$ cat config.mk
export PLATFORM = sky130hd
export DESIGN_NAME = effect_output_buffer
export DESIGN_NICKNAME = d
export VERILOG_FILES = /design/src/rtl/effect_output_buffer_pkg.sv /design/src/rtl/effect_output_buffer_sample_fifo.sv /design/src/rtl/effect_output_buffer.sv
export SDC_FILE = /design/constraint.sdc
export NUM_CORES = 1
export LEC_CHECK = 0
export CORE_UTILIZATION = 32
export CTS_CLUSTER_SIZE = 24
export DETAILED_ROUTE_END_ITERATION = 8
export DONT_BUFFER_PORTS = 1
export GPL_ROUTABILITY_DRIVEN = 0
export HOLD_SLACK_MARGIN = 0.03
export PLACE_DENSITY = 0.55
export SETUP_SLACK_MARGIN = 0.3
export SLEW_MARGIN = 25
export SYNTH_ARGS = -nofsm -noshare
export SYNTH_HDL_FRONTEND = slang
export SYNTH_SLANG_ARGS = --single-unit
$ cat constraint.sdc
create_clock -name clock -period 3.9 [get_ports clock]
set_input_delay 0.78 -clock clock [delete_from_list [all_inputs] [get_ports clock]]
set_output_delay 0.78 -clock clock [all_outputs]
set_load 0.05 [all_outputs]
$ cat src/rtl/effect_output_buffer_pkg.sv
`default_nettype none
// ============================================================================
//  Module   : effect_output_buffer_pkg
//  Purpose  : Shared definitions for the effect output buffer: output FSM
//             state encoding and the default audio/FIFO widths.
//  Revision : 1.0  initial release
// ============================================================================
package effect_output_buffer_pkg;

    // Output FSM encoding
    typedef enum logic [1:0] {
        ST_IDLE  = 2'b00,
        ST_FETCH = 2'b01,
        ST_EMIT  = 2'b10
    } out_state_e;

    // Default audio widths and FIFO depth
    localparam int DEFAULT_LOG_DEPTH = 4;
    localparam int DEFAULT_IN_WIDTH  = 12;
    localparam int DEFAULT_OUT_WIDTH = 8;

endpackage : effect_output_buffer_pkg
`default_nettype wire

$ cat src/rtl/effect_output_buffer_sample_fifo.sv
`default_nettype none
// ============================================================================
//  Module   : mybram / sample_fifo
//  Purpose  : mybram is a simple dual-port block RAM with a registered,
//             read-first read port. sample_fifo wraps it with write/read
//             pointers, an occupancy counter and full/empty detection.
//  Revision : 1.0  initial release
// ============================================================================
module mybram #(
    parameter int LOGSIZE = 4,
    parameter int WIDTH   = 12
) (
    input  logic               clk,
    input  logic               we,
    input  logic [LOGSIZE-1:0] addr_w,
    input  logic [WIDTH-1:0]   din,
    input  logic [LOGSIZE-1:0] addr_r,
    output logic [WIDTH-1:0]   dout
);
    logic [WIDTH-1:0] mem [2**LOGSIZE];

    // Storage write and registered read; a same-address read returns old data
    always_ff @(posedge clk) begin
        if (we) begin
            mem[addr_w] <= din;
        end
        dout <= mem[addr_r];
    end
endmodule : mybram

module sample_fifo #(
    parameter int LOG_DEPTH = 4,
    parameter int WIDTH     = 12
) (
    input  logic                 clock,
    input  logic                 reset_n,
    input  logic                 wr_req,
    input  logic [WIDTH-1:0]     wr_data,
    input  logic                 pop,
    output logic [WIDTH-1:0]     rd_data,
    output logic [LOG_DEPTH:0]   level,
    output logic                 empty,
    output logic                 dropped
);
    localparam int DEPTH = 2 ** LOG_DEPTH;

    logic [LOG_DEPTH-1:0] wr_ptr_q, wr_ptr_d;
    logic [LOG_DEPTH-1:0] rd_ptr_q, rd_ptr_d;
    logic [LOG_DEPTH:0]   level_q, level_d;
    logic                 w_full;
    logic                 w_wr_en;

    // A full FIFO can still accept a sample when a pop frees a slot this cycle
    always_comb begin
        w_full   = (level_q == (LOG_DEPTH+1)'(DEPTH));
        empty    = (level_q == '0);
        w_wr_en  = wr_req & (~w_full | pop);
        dropped  = wr_req & w_full & ~pop;
        wr_ptr_d = w_wr_en ? wr_ptr_q + 1'b1 : wr_ptr_q;
        rd_ptr_d = pop     ? rd_ptr_q + 1'b1 : rd_ptr_q;
        level_d  = level_q;
        if (w_wr_en && !pop) begin
            level_d = level_q + 1'b1;
        end else if (pop && !w_wr_en) begin
            level_d = level_q - 1'b1;
        end
    end

    // Pointer and occupancy registers
    always_ff @(posedge clock or negedge reset_n) begin
        if (!reset_n) begin
            wr_ptr_q <= '0;
            rd_ptr_q <= '0;
            level_q  <= '0;
        end else begin
            wr_ptr_q <= wr_ptr_d;
            rd_ptr_q <= rd_ptr_d;
            level_q  <= level_d;
        end
    end

    assign level = level_q;

    // The read port always tracks rd_ptr, so the popped word appears the
    // cycle after the pop
    mybram #(
        .LOGSIZE (LOG_DEPTH),
        .WIDTH   (WIDTH)
    ) u_mybram (
        .clk    (clock),
        .we     (w_wr_en),
        .addr_w (wr_ptr_q),
        .din    (wr_data),
        .addr_r (rd_ptr_q),
        .dout   (rd_data)
    );
endmodule : sample_fifo
`default_nettype wire

$ cat src/rtl/effect_output_buffer.sv
`default_nettype none
// ============================================================================
//  Module   : effect_output_buffer
//  Purpose  : Buffers 24 kHz effect samples and delivers them 2x upsampled
//             by linear interpolation on the 48 kHz codec strobe.
//             OUT_WIDTH must not exceed IN_WIDTH.
//  Revision : 1.0  initial release
// ============================================================================
module effect_output_buffer
    import effect_output_buffer_pkg::*;
#(
    parameter int LOG_DEPTH = DEFAULT_LOG_DEPTH,
    parameter int IN_WIDTH  = DEFAULT_IN_WIDTH,
    parameter int OUT_WIDTH = DEFAULT_OUT_WIDTH
) (
    input  logic                        clock,
    input  logic                        reset_n,
    input  logic                        done,
    input  logic signed [IN_WIDTH-1:0]  sample_in,
    input  logic                        codec_ready,
    input  logic                        clear_flags,
    output logic signed [OUT_WIDTH-1:0] to_codec,
    output logic                        out_valid,
    output logic [LOG_DEPTH:0]          level,
    output logic                        overflow,
    output logic                        underflow
);

    out_state_e                  state_q, state_d;
    logic                        phase_q, phase_d;
    logic signed [IN_WIDTH-1:0]  prev_q, prev_d;
    logic signed [IN_WIDTH-1:0]  cur_q, cur_d;
    logic signed [OUT_WIDTH-1:0] to_codec_q, to_codec_d;
    logic                        out_valid_q, out_valid_d;
    logic                        overflow_q, overflow_d;
    logic                        underflow_q, underflow_d;

    logic                        w_pop;
    logic                        w_underflow_evt;
    logic                        w_fifo_empty;
    logic                        w_dropped;
    logic [IN_WIDTH-1:0]         w_mem_out;

    // Keep the top OUT_WIDTH bits of a sample (truncating the LSBs)
    function automatic logic signed [OUT_WIDTH-1:0] trunc_sample(
        input logic signed [IN_WIDTH-1:0] s
    );
        return OUT_WIDTH'(s >>> (IN_WIDTH - OUT_WIDTH));
    endfunction

    // Midpoint of two samples; one guard bit makes the sum overflow-free
    function automatic logic signed [OUT_WIDTH-1:0] interp(
        input logic signed [IN_WIDTH-1:0] a,
        input logic signed [IN_WIDTH-1:0] b
    );
        logic signed [IN_WIDTH:0]   sum;
        logic signed [IN_WIDTH-1:0] mid;
        sum = $signed({a[IN_WIDTH-1], a}) + $signed({b[IN_WIDTH-1], b});
        mid = IN_WIDTH'(sum >>> 1);
        return trunc_sample(mid);
    endfunction

    sample_fifo #(
        .LOG_DEPTH (LOG_DEPTH),
        .WIDTH     (IN_WIDTH)
    ) u_sample_fifo (
        .clock   (clock),
        .reset_n (reset_n),
        .wr_req  (done),
        .wr_data (sample_in),
        .pop     (w_pop),
        .rd_data (w_mem_out),
        .level   (level),
        .empty   (w_fifo_empty),
        .dropped (w_dropped)
    );

    // Output FSM next state: outputs are loaded on entry to EMIT so that
    // out_valid is high for exactly the EMIT cycle
    always_comb begin
        state_d         = state_q;
        phase_d         = phase_q;
        prev_d          = prev_q;
        cur_d           = cur_q;
        to_codec_d      = to_codec_q;
        out_valid_d     = 1'b0;
        w_pop           = 1'b0;
        w_underflow_evt = 1'b0;
        case (state_q)
            ST_IDLE: begin
                if (codec_ready) begin
                    if (!phase_q) begin
                        if (!w_fifo_empty) begin
                            w_pop   = 1'b1;
                            state_d = ST_FETCH;
                        end else begin
                            // Starved: repeat the current sample
                            w_underflow_evt = 1'b1;
                            prev_d          = cur_q;
                            to_codec_d      = interp(cur_q, cur_q);
                            out_valid_d     = 1'b1;
                            state_d         = ST_EMIT;
                        end
                    end else begin
                        to_codec_d  = trunc_sample(cur_q);
                        out_valid_d = 1'b1;
                        state_d     = ST_EMIT;
                    end
                end
            end
            ST_FETCH: begin
                prev_d      = cur_q;
                cur_d       = $signed(w_mem_out);
                to_codec_d  = interp(cur_q, $signed(w_mem_out));
                out_valid_d = 1'b1;
                state_d     = ST_EMIT;
            end
            ST_EMIT: begin
                phase_d = ~phase_q;
                state_d = ST_IDLE;
            end
            default: begin
                state_d = ST_IDLE;
            end
        endcase
    end

    // Sticky flags: a new event in the clearing cycle keeps the flag set
    always_comb begin
        overflow_d  = (overflow_q  & ~clear_flags) | w_dropped;
        underflow_d = (underflow_q & ~clear_flags) | w_underflow_evt;
    end

    // FSM, interpolator history and registered outputs
    always_ff @(posedge clock or negedge reset_n) begin
        if (!reset_n) begin
            state_q     <= ST_IDLE;
            phase_q     <= 1'b0;
            prev_q      <= '0;
            cur_q       <= '0;
            to_codec_q  <= '0;
            out_valid_q <= 1'b0;
            overflow_q  <= 1'b0;
            underflow_q <= 1'b0;
        end else begin
            state_q     <= state_d;
            phase_q     <= phase_d;
            prev_q      <= prev_d;
            cur_q       <= cur_d;
            to_codec_q  <= to_codec_d;
            out_valid_q <= out_valid_d;
            overflow_q  <= overflow_d;
            underflow_q <= underflow_d;
        end
    end

    assign to_codec  = to_codec_q;
    assign out_valid = out_valid_q;
    assign overflow  = overflow_q;
    assign underflow = underflow_q;

endmodule : effect_output_buffer
`default_nettype wire
==> results of run 1 <==
[routing by layer]
layer  up-vias  GRT usage [%]  part of all wire (%)
met5         -              0                     0
met4         0           3.81                   2.3
met3        36           2.47                   5.0
met2       108           21.0                    47
met1      2473           17.8                    46
li1       2191              -                     -
[cell families after synthesis]
logic type                 Yosys count
xor gates and xnor gates            15
AOI/OAI and AO/OA                   44
DFF                                243
muxes                               69
and+or+nand+nor                    104
adders and majority gates           22
buffers and inverters               34
[state kept, by name, summed over array words and instances (netlist names)]
| name | cells |
|---|---|
| out_valid | 1 |
| phase_q | 1 |
| u_sample_fifo.wr_ptr_q | 4 |
| underflow | 1 |
| overflow | 1 |
| u_sample_fifo.u_mybram.mem | 192 |
| u_sample_fifo.u_mybram.dout | 12 |
| u_sample_fifo.level | 5 |
| u_sample_fifo.rd_ptr_q | 4 |
| cur_q | 12 |
| to_codec | 8 |
| state_q | 2 |
[cell usage in the layout (no fill, tap or decap), types with 5 or more instances in the layout]
cell	n
edfxtp_1	192
ha_1	21
dfxtp_1	12
xnor2_1	9
mux4_1	35
nand2_1	59
nor2_1	18
xor2_1	6
mux2_2	5
mux4_2	25
buf_4	23
inv_1	11
clkbuf_16	27
o21ai_0	11
clkinv_1	5
dfrtp_1	36
a21oi_1	10
[critical path: cells and delay by family, from the launching register on]
| family | cells | cell delay (ns) |
|---|---|---|
| XOR/XNOR | 1 | 0.15 |
| AO/OA/AOI/OAI | 3 | 0.84 |
| flip-flops | 1 | 0.41 |
| buffers and inverters | 2 | 0.26 |
| AND/OR/NAND/NOR | 3 | 0.61 |
| adder cells (fa/ha/maj) | 2 | 0.61 |
[timing repair]
action,4_1_cts,5_1_grt
endpoints found under the setup margin,0,0
buffers inserted,0,0
gates resized for setup,0,0
hold buffers,1,0
hold endpoints to repair,39,0
[path summary, 6_finish.rpt]
kind,startpoint,to,slack (ns),cells past startpoint
hold reg to reg,u_sample_fifo.u_mybram.dout[3]$_DFF_P_,cur_q[3]$_DFFE_PN0P_,0.44,2
min in group clock,sample_in[6],u_sample_fifo.u_mybram.mem[8][6]$_DFFE_PP_,0.36,0
setup reg to reg,state_q[1]$_DFFE_PN0P_,u_sample_fifo.level[4]$_DFFE_PN0P_,0.94,11
setup / recovery,state_q[1]$_DFFE_PN0P_,u_sample_fifo.level[4]$_DFFE_PN0P_,0.94,11
max in group asynchronous,reset_n,u_sample_fifo.rd_ptr_q[1]$_DFFE_PN0N_,3.59,1
hold / removal,reset_n,state_q[0]$_DFFE_PN0P_,0.1,1
[area by class of cell]
type                       instances  area (um2)  area share [%]
timing repair buffer              25         213            1.87
multi-input combinational        254        2810            24.7
inverter                          11        41.3           0.363
clock buffer                      31         691            6.07
sequential                       243        6990            61.4
tap                              396         495            4.36
clock inverter                    13         138            1.21
[stage by stage]
stage	cell area [um2]	setup slack [ns]	std cells	util, %
after CTS	11400	0.916	973	37.2
after global placement	10500	0.790	928	34.4
after global routing	11400	0.646	973	37.2
after detailed placement	10500	0.738	928	34.4
final	11400	0.942	973	37.2
after floorplan	9950	0.864	531	-
[power by group through the flow]
stage               Sequential (mW)  Combinational (mW)  Clock [mW]
floorplan                      3.75                2.05           0
global placement               3.81                2.65           0
detailed placement             3.84                2.70           0
CTS                            3.79                2.72        2.45
global route                   3.83                2.94        2.55
finish                         3.78                2.67        2.40
==> run_results.csv, run 1 <==
group,metric,value,unit
run_status,outcome,"complete, no violations",
final_layout,drive_above_1_share,17.5,%
final_layout,fin_nets,600,
die,core,0.0306,mm2
sta,whs,0.0970,ns
global_routing,antenna_found_initial,0,
logic_synthesis,synth_area,0.00995,mm2
min_path,hp-class,"in2async",
logic_synthesis,synthXorXnorAreaFrac,1.32,%
sta,rsz0062_at_grt,"no",
logic_synthesis,synth-simple-area-share,4.75,%
logic_synthesis,avgSynthCellArea,18.7,um2
logic_synthesis,netlist_top_cells_area,"edfxtp_1 (58%), dfrtp_1 (9.8%), mux4_1 (9.2%), mux4_2 (5.7%), ha_1 (2.6%)",
power,total_power,8.85,mW
logic_synthesis,synthAdderAreaFrac,2.84,%
logic_synthesis,synthCells,531,
final_layout,antenna-diode-count,0,
logic_synthesis,synth-seq-cells,243,
route,drt_iter0_drc,347,
sta,final.setup.tns,0,ns
power,p_comb_share,30.2,%
power,power.switching,2.87,mW
sta,finClkSkew,0.00947,ns
die,dieHeight,178,um
sta,max_slew_margin,43.3,%
global_routing,grt_max_degree,52,
logic_synthesis,async_reset_ff_share,16.0,%
route,wirelength,20200,um
clock_tree,cts_max_level,1,
logic_synthesis,synth_top_cell_area_share,58.0,%
clock_tree,clk_pin_slew,0.06,ns
sta,timing.fmax,338,MHz
logic_synthesis,synth_flop_cell,"edfxtp_1",
place,hpwl,11600,um
route,ant_nets,0,
flow_run,max-cap-violations,0,
global_routing,overflow,0,
die,rows,64,
clock_tree,clockRootBuffer,"clkbuf_16",
die,ios,33,
clock_tree,clk_latency,0.52,ns
clock_tree,cts_buffer_depth,3,
die,dieArea,0.0318,mm2
clock_tree,cts_tree,"yes",
sta,finalCriticalPeriod,2.96,ns
power,clkPwrFrac,27.1,%
final_layout,area_growth,14.3,%
logic_synthesis,yosysWarnings,0,
die,die_w,178,um
logic_synthesis,synth_top_family_by_area,"multiplexers",
logic_synthesis,synth_mux_area_share,15.9,%
global_routing,track_usage,13.0,%
route,viasPerCell,4.94,
critical_path,cp-start-kind,"flop",
die,initial_core_util,32.5,%
clock_tree,numCtsBuffers,26,
critical_path,cp_slowest_cell,"a31oi_2",
critical_path,worst_path_largest_cell_delay,0.49,ns
global_routing,grt_pass1_wl,30100,um
power,power_density,778,mW/mm2
sta,drv_slew,0,
critical_path,crit_required,4.34,ns
route,wl_per_cell,20.7,um
global_routing,grt_pass1_vias,4957,
logic_synthesis,synth_largest_area_cell,"edfxtp_1",
power,internal_power,5.97,mW
route,dr_total_vias,4808,
logic_synthesis,ys_types,49,
logic_synthesis,synth_compound_area_share,3.18,%
sta,worstMarginPinSlew,0.848,ns
logic_synthesis,synthTopCellsByCount,"edfxtp_1 (192), nand2_1 (59), dfrtp_1 (39)",
critical_path,critPathCaptureType,"flop",
power,swShare,32.5,%
critical_path,crit_chain,"inv_1 > nand3_1 > a31oi_2 > ha_1 > inv_1 > ha_1 > nor2b_1 > o21a_1 > or3_1 > a21oi_1 > xor2_1",
place,io_buffers,0,
logic_synthesis,synth_edf_count,192,
clock_tree,clock-sinks,243,
route,firstDrtPassIters,6,
sta,hold_viol,0,
logic_synthesis,syn-num-nets,570,
sta,setup_viol,0,
power,ir_drop,0.335,mV
power,seq_power_share,42.7,%
critical_path,arrival,3.40,ns
logic_synthesis,yosysSeqAreaShare,70.2,%
sta,min_period_over_period,75.8,%
critical_path,path_max_fanout,9,
power,leakagePower,4.04,nW
route,drc,0,
critical_path,critPathKind,"reg2reg",
final_layout,fillerInstances,2809,
logic_synthesis,yosysMostFrequentCell,"edfxtp_1",
(Power assumes the default switching activity.)
==> run 2: changes to the inputs <==
==> constraint.sdc (replaced) <==
create_clock -name clock -period 2.8 [get_ports clock]
set_input_delay 0.56 -clock clock [delete_from_list [all_inputs] [get_ports clock]]
set_output_delay 0.56 -clock clock [all_outputs]
set_load 0.05 [all_outputs]
==> run 2 against run 1 <==
Worst hold slack improved by 0.0082 ns. Via count rose by 3.0%. Cell count rose by 3.2%. Global-route usage rose by 0.49 points. Sequential power rose by 40%. Maximum frequency rose by 14%. Largest cell class unchanged.
==> run_results.csv, run 2 (synthesis results as in run 1) <==
group,metric,value,unit
critical_path,path_max_fanout,4,
die,die_w,178,um
critical_path,crit_chain,"inv_1 > nand3_1 > a31oi_4 > ha_4 > inv_4 > ha_4 > nor2b_1 > o21a_1 > or3_4 > a21oi_2 > xor2_1",
final_layout,reg.largest.list,"u_sample_fifo.u_mybram.mem: 192 flops, cur_q: 12 flops, u_sample_fifo.u_mybram.dout: 12 flops",
final_layout,top_register,"u_sample_fifo.u_mybram.mem",
sta,final.setup.tns,0,ns
sta,timing.fmax,386,MHz
route,viasPerCell,4.93,
clock_tree,cts_tree,"yes",
critical_path,worst_path_largest_cell_delay,0.42,ns
final_layout,area_growth,17.5,%
route,wirelength,20700,um
die,dieHeight,178,um
final_layout,antenna-diode-count,0,
run_status,outcome,"complete, no violations",
final_layout,drive_above_1_share,23.2,%
sta,drv_slew,0,
clock_tree,clock-sinks,243,
global_routing,grt_pass1_vias,5407,
place,io_buffers,0,
critical_path,cp_slowest_cell,"dfrtp_1",
power,leakagePower,4.19,nW
route,firstDrtPassIters,4,
route,ant_nets,0,
sta,hold_viol,0,
sta,finalCriticalPeriod,2.59,ns
critical_path,cpMostUsedCell,"ha_4",
critical_path,crit_required,3.25,ns
route,dr_total_vias,4953,
critical_path,arrival,3.05,ns
final_layout,mostFrequentLayoutCells,"edfxtp_1 (192), nand2_1 (59), buf_4 (45), mux4_1 (35), dfrtp_1 (34)",
global_routing,grt_max_degree,40,
die,ios,33,
final_layout,instances_no_fill,1004,
sta,setup_viol,0,
critical_path,crit_start,"state_q[1]$_DFFE_PN0P_",
final_layout,final_common_cell,"edfxtp_1",
clock_tree,cts_max_level,1,
die,rows,64,
route,drc,0,
sta,max_slew_margin,48.4,%
critical_path,cp_top_family,"simple AND/OR/NAND/NOR gates",
final_layout,fillerInstances,2777,
flow_run,max-cap-violations,0,
die,dieArea,0.0318,mm2
critical_path,critPathCaptureType,"flop",
global_routing,antenna_found_initial,0,
clock_tree,clockRootBuffer,"clkbuf_16",
critical_path,r2r_start,"state_q[1]$_DFFE_PN0P_",
critical_path,critPathKind,"reg2reg",
global_routing,grt_pass1_wl,31800,um
critical_path,critPathBufInv,2,
route,wl_per_cell,20.6,um
sta,worstMarginPinSlew,0.775,ns
place,hpwl,12900,um
power,total_power,12.6,mW
place,place_area,0.0107,mm2
global_routing,track_usage,13.5,%
final_layout,post-route-cell-area,0.0117,mm2
min_path,hp-start,"sample_in[2]",
route,drt_iter0_drc,422,
global_routing,overflow,0,
sta,min_period_over_period,92.6,%
clock_tree,numCtsBuffers,26,
critical_path,cp-start-kind,"flop",
sta,finClkSkew,0.0247,ns
sta,rsz0062_at_grt,"yes",
place,placedCellCount,939,
min_path,hp-class,"in2reg",
final_layout,fin_nets,627,
sta,whs,0.105,ns
die,initial_core_util,32.5,%
clock_tree,clk_latency,0.55,ns
clock_tree,cts_buffer_depth,3,
power,power_density,1080,mW/mm2
power,ir_drop,0.540,mV
die,core,0.0306,mm2
clock_tree,clk_pin_slew,0.06,ns
final_layout,largest_reg_flops,192,
==> run 2: what timing repair did <==
action                                  in CTS  in global routing
hold buffers                                 2                  0
pin swaps                                    1                  3
gates cloned                                 0                  0
endpoints found under the hold margin       39                  0
buffers inserted                            13                  2
resized for setup                            0                  4
endpoints found under the setup margin       1                  2
==> run 2: final timing paths <==
check	end	slack [ns]	depth (start not counted)
worst max-delay path	u_sample_fifo.level[4]$_DFFE_PN0P_	0.21	11
worst min-delay path	u_sample_fifo.u_mybram.mem[8][2]$_DFFE_PP_	0.11	0
worst max register to register	u_sample_fifo.level[4]$_DFFE_PN0P_	0.21	11
worst min register to register	cur_q[3]$_DFFE_PN0P_	0.44	2
max in group asynchronous	u_sample_fifo.rd_ptr_q[1]$_DFFE_PN0N_	2.10	2
min in group asynchronous	u_sample_fifo.level[0]$_DFFE_PN0P_	0.48	2
==> run 2: where the power goes <==
part / leakage [nW] / switching (mW) / internal [mW] / total, mW
Combinational: 1.47 / 2.02 / 1.95 / 3.97
Sequential: 2.31 / 0.744 / 4.56 / 5.30
Clock: 0.407 / 1.40 / 1.90 / 3.30
Total: 4.19 / 4.16 / 8.41 / 12.6
==> run 2: per-layer routing <==
| metal | vias to the layer above | global-route usage [%] | share of wire, % |
|---|---|---|---|
| met5 | - | 0 | 0 |
| met4 | 0 | 5.01 | 3.7 |
| met3 | 48 | 2.79 | 5.2 |
| met2 | 119 | 21.9 | 47 |
| met1 | 2548 | 17.9 | 44 |
| li1 | 2238 | - | - |
==> run 2: final cells by class <==
type,count,area [um2],share of cell area (%)
clock buffers,29,662,5.66
clock inverters,19,173,1.48
inverters,11,43.8,0.375
multi-input cells,254,2860,24.5
flip-flops and latches,243,6990,59.8
well taps,396,495,4.24
repair buffers,52,468,4.00
==> run 2: stage by stage <==
step | utilization (%) | worst slack [ns]
after floorplan | - | 0.0162
after global placement | 34.9 | 0.303
after detailed placement | 34.9 | 0.256
after CTS | 38.1 | 0.244
after global routing | 38.2 | 0.0803
final | 38.2 | 0.206
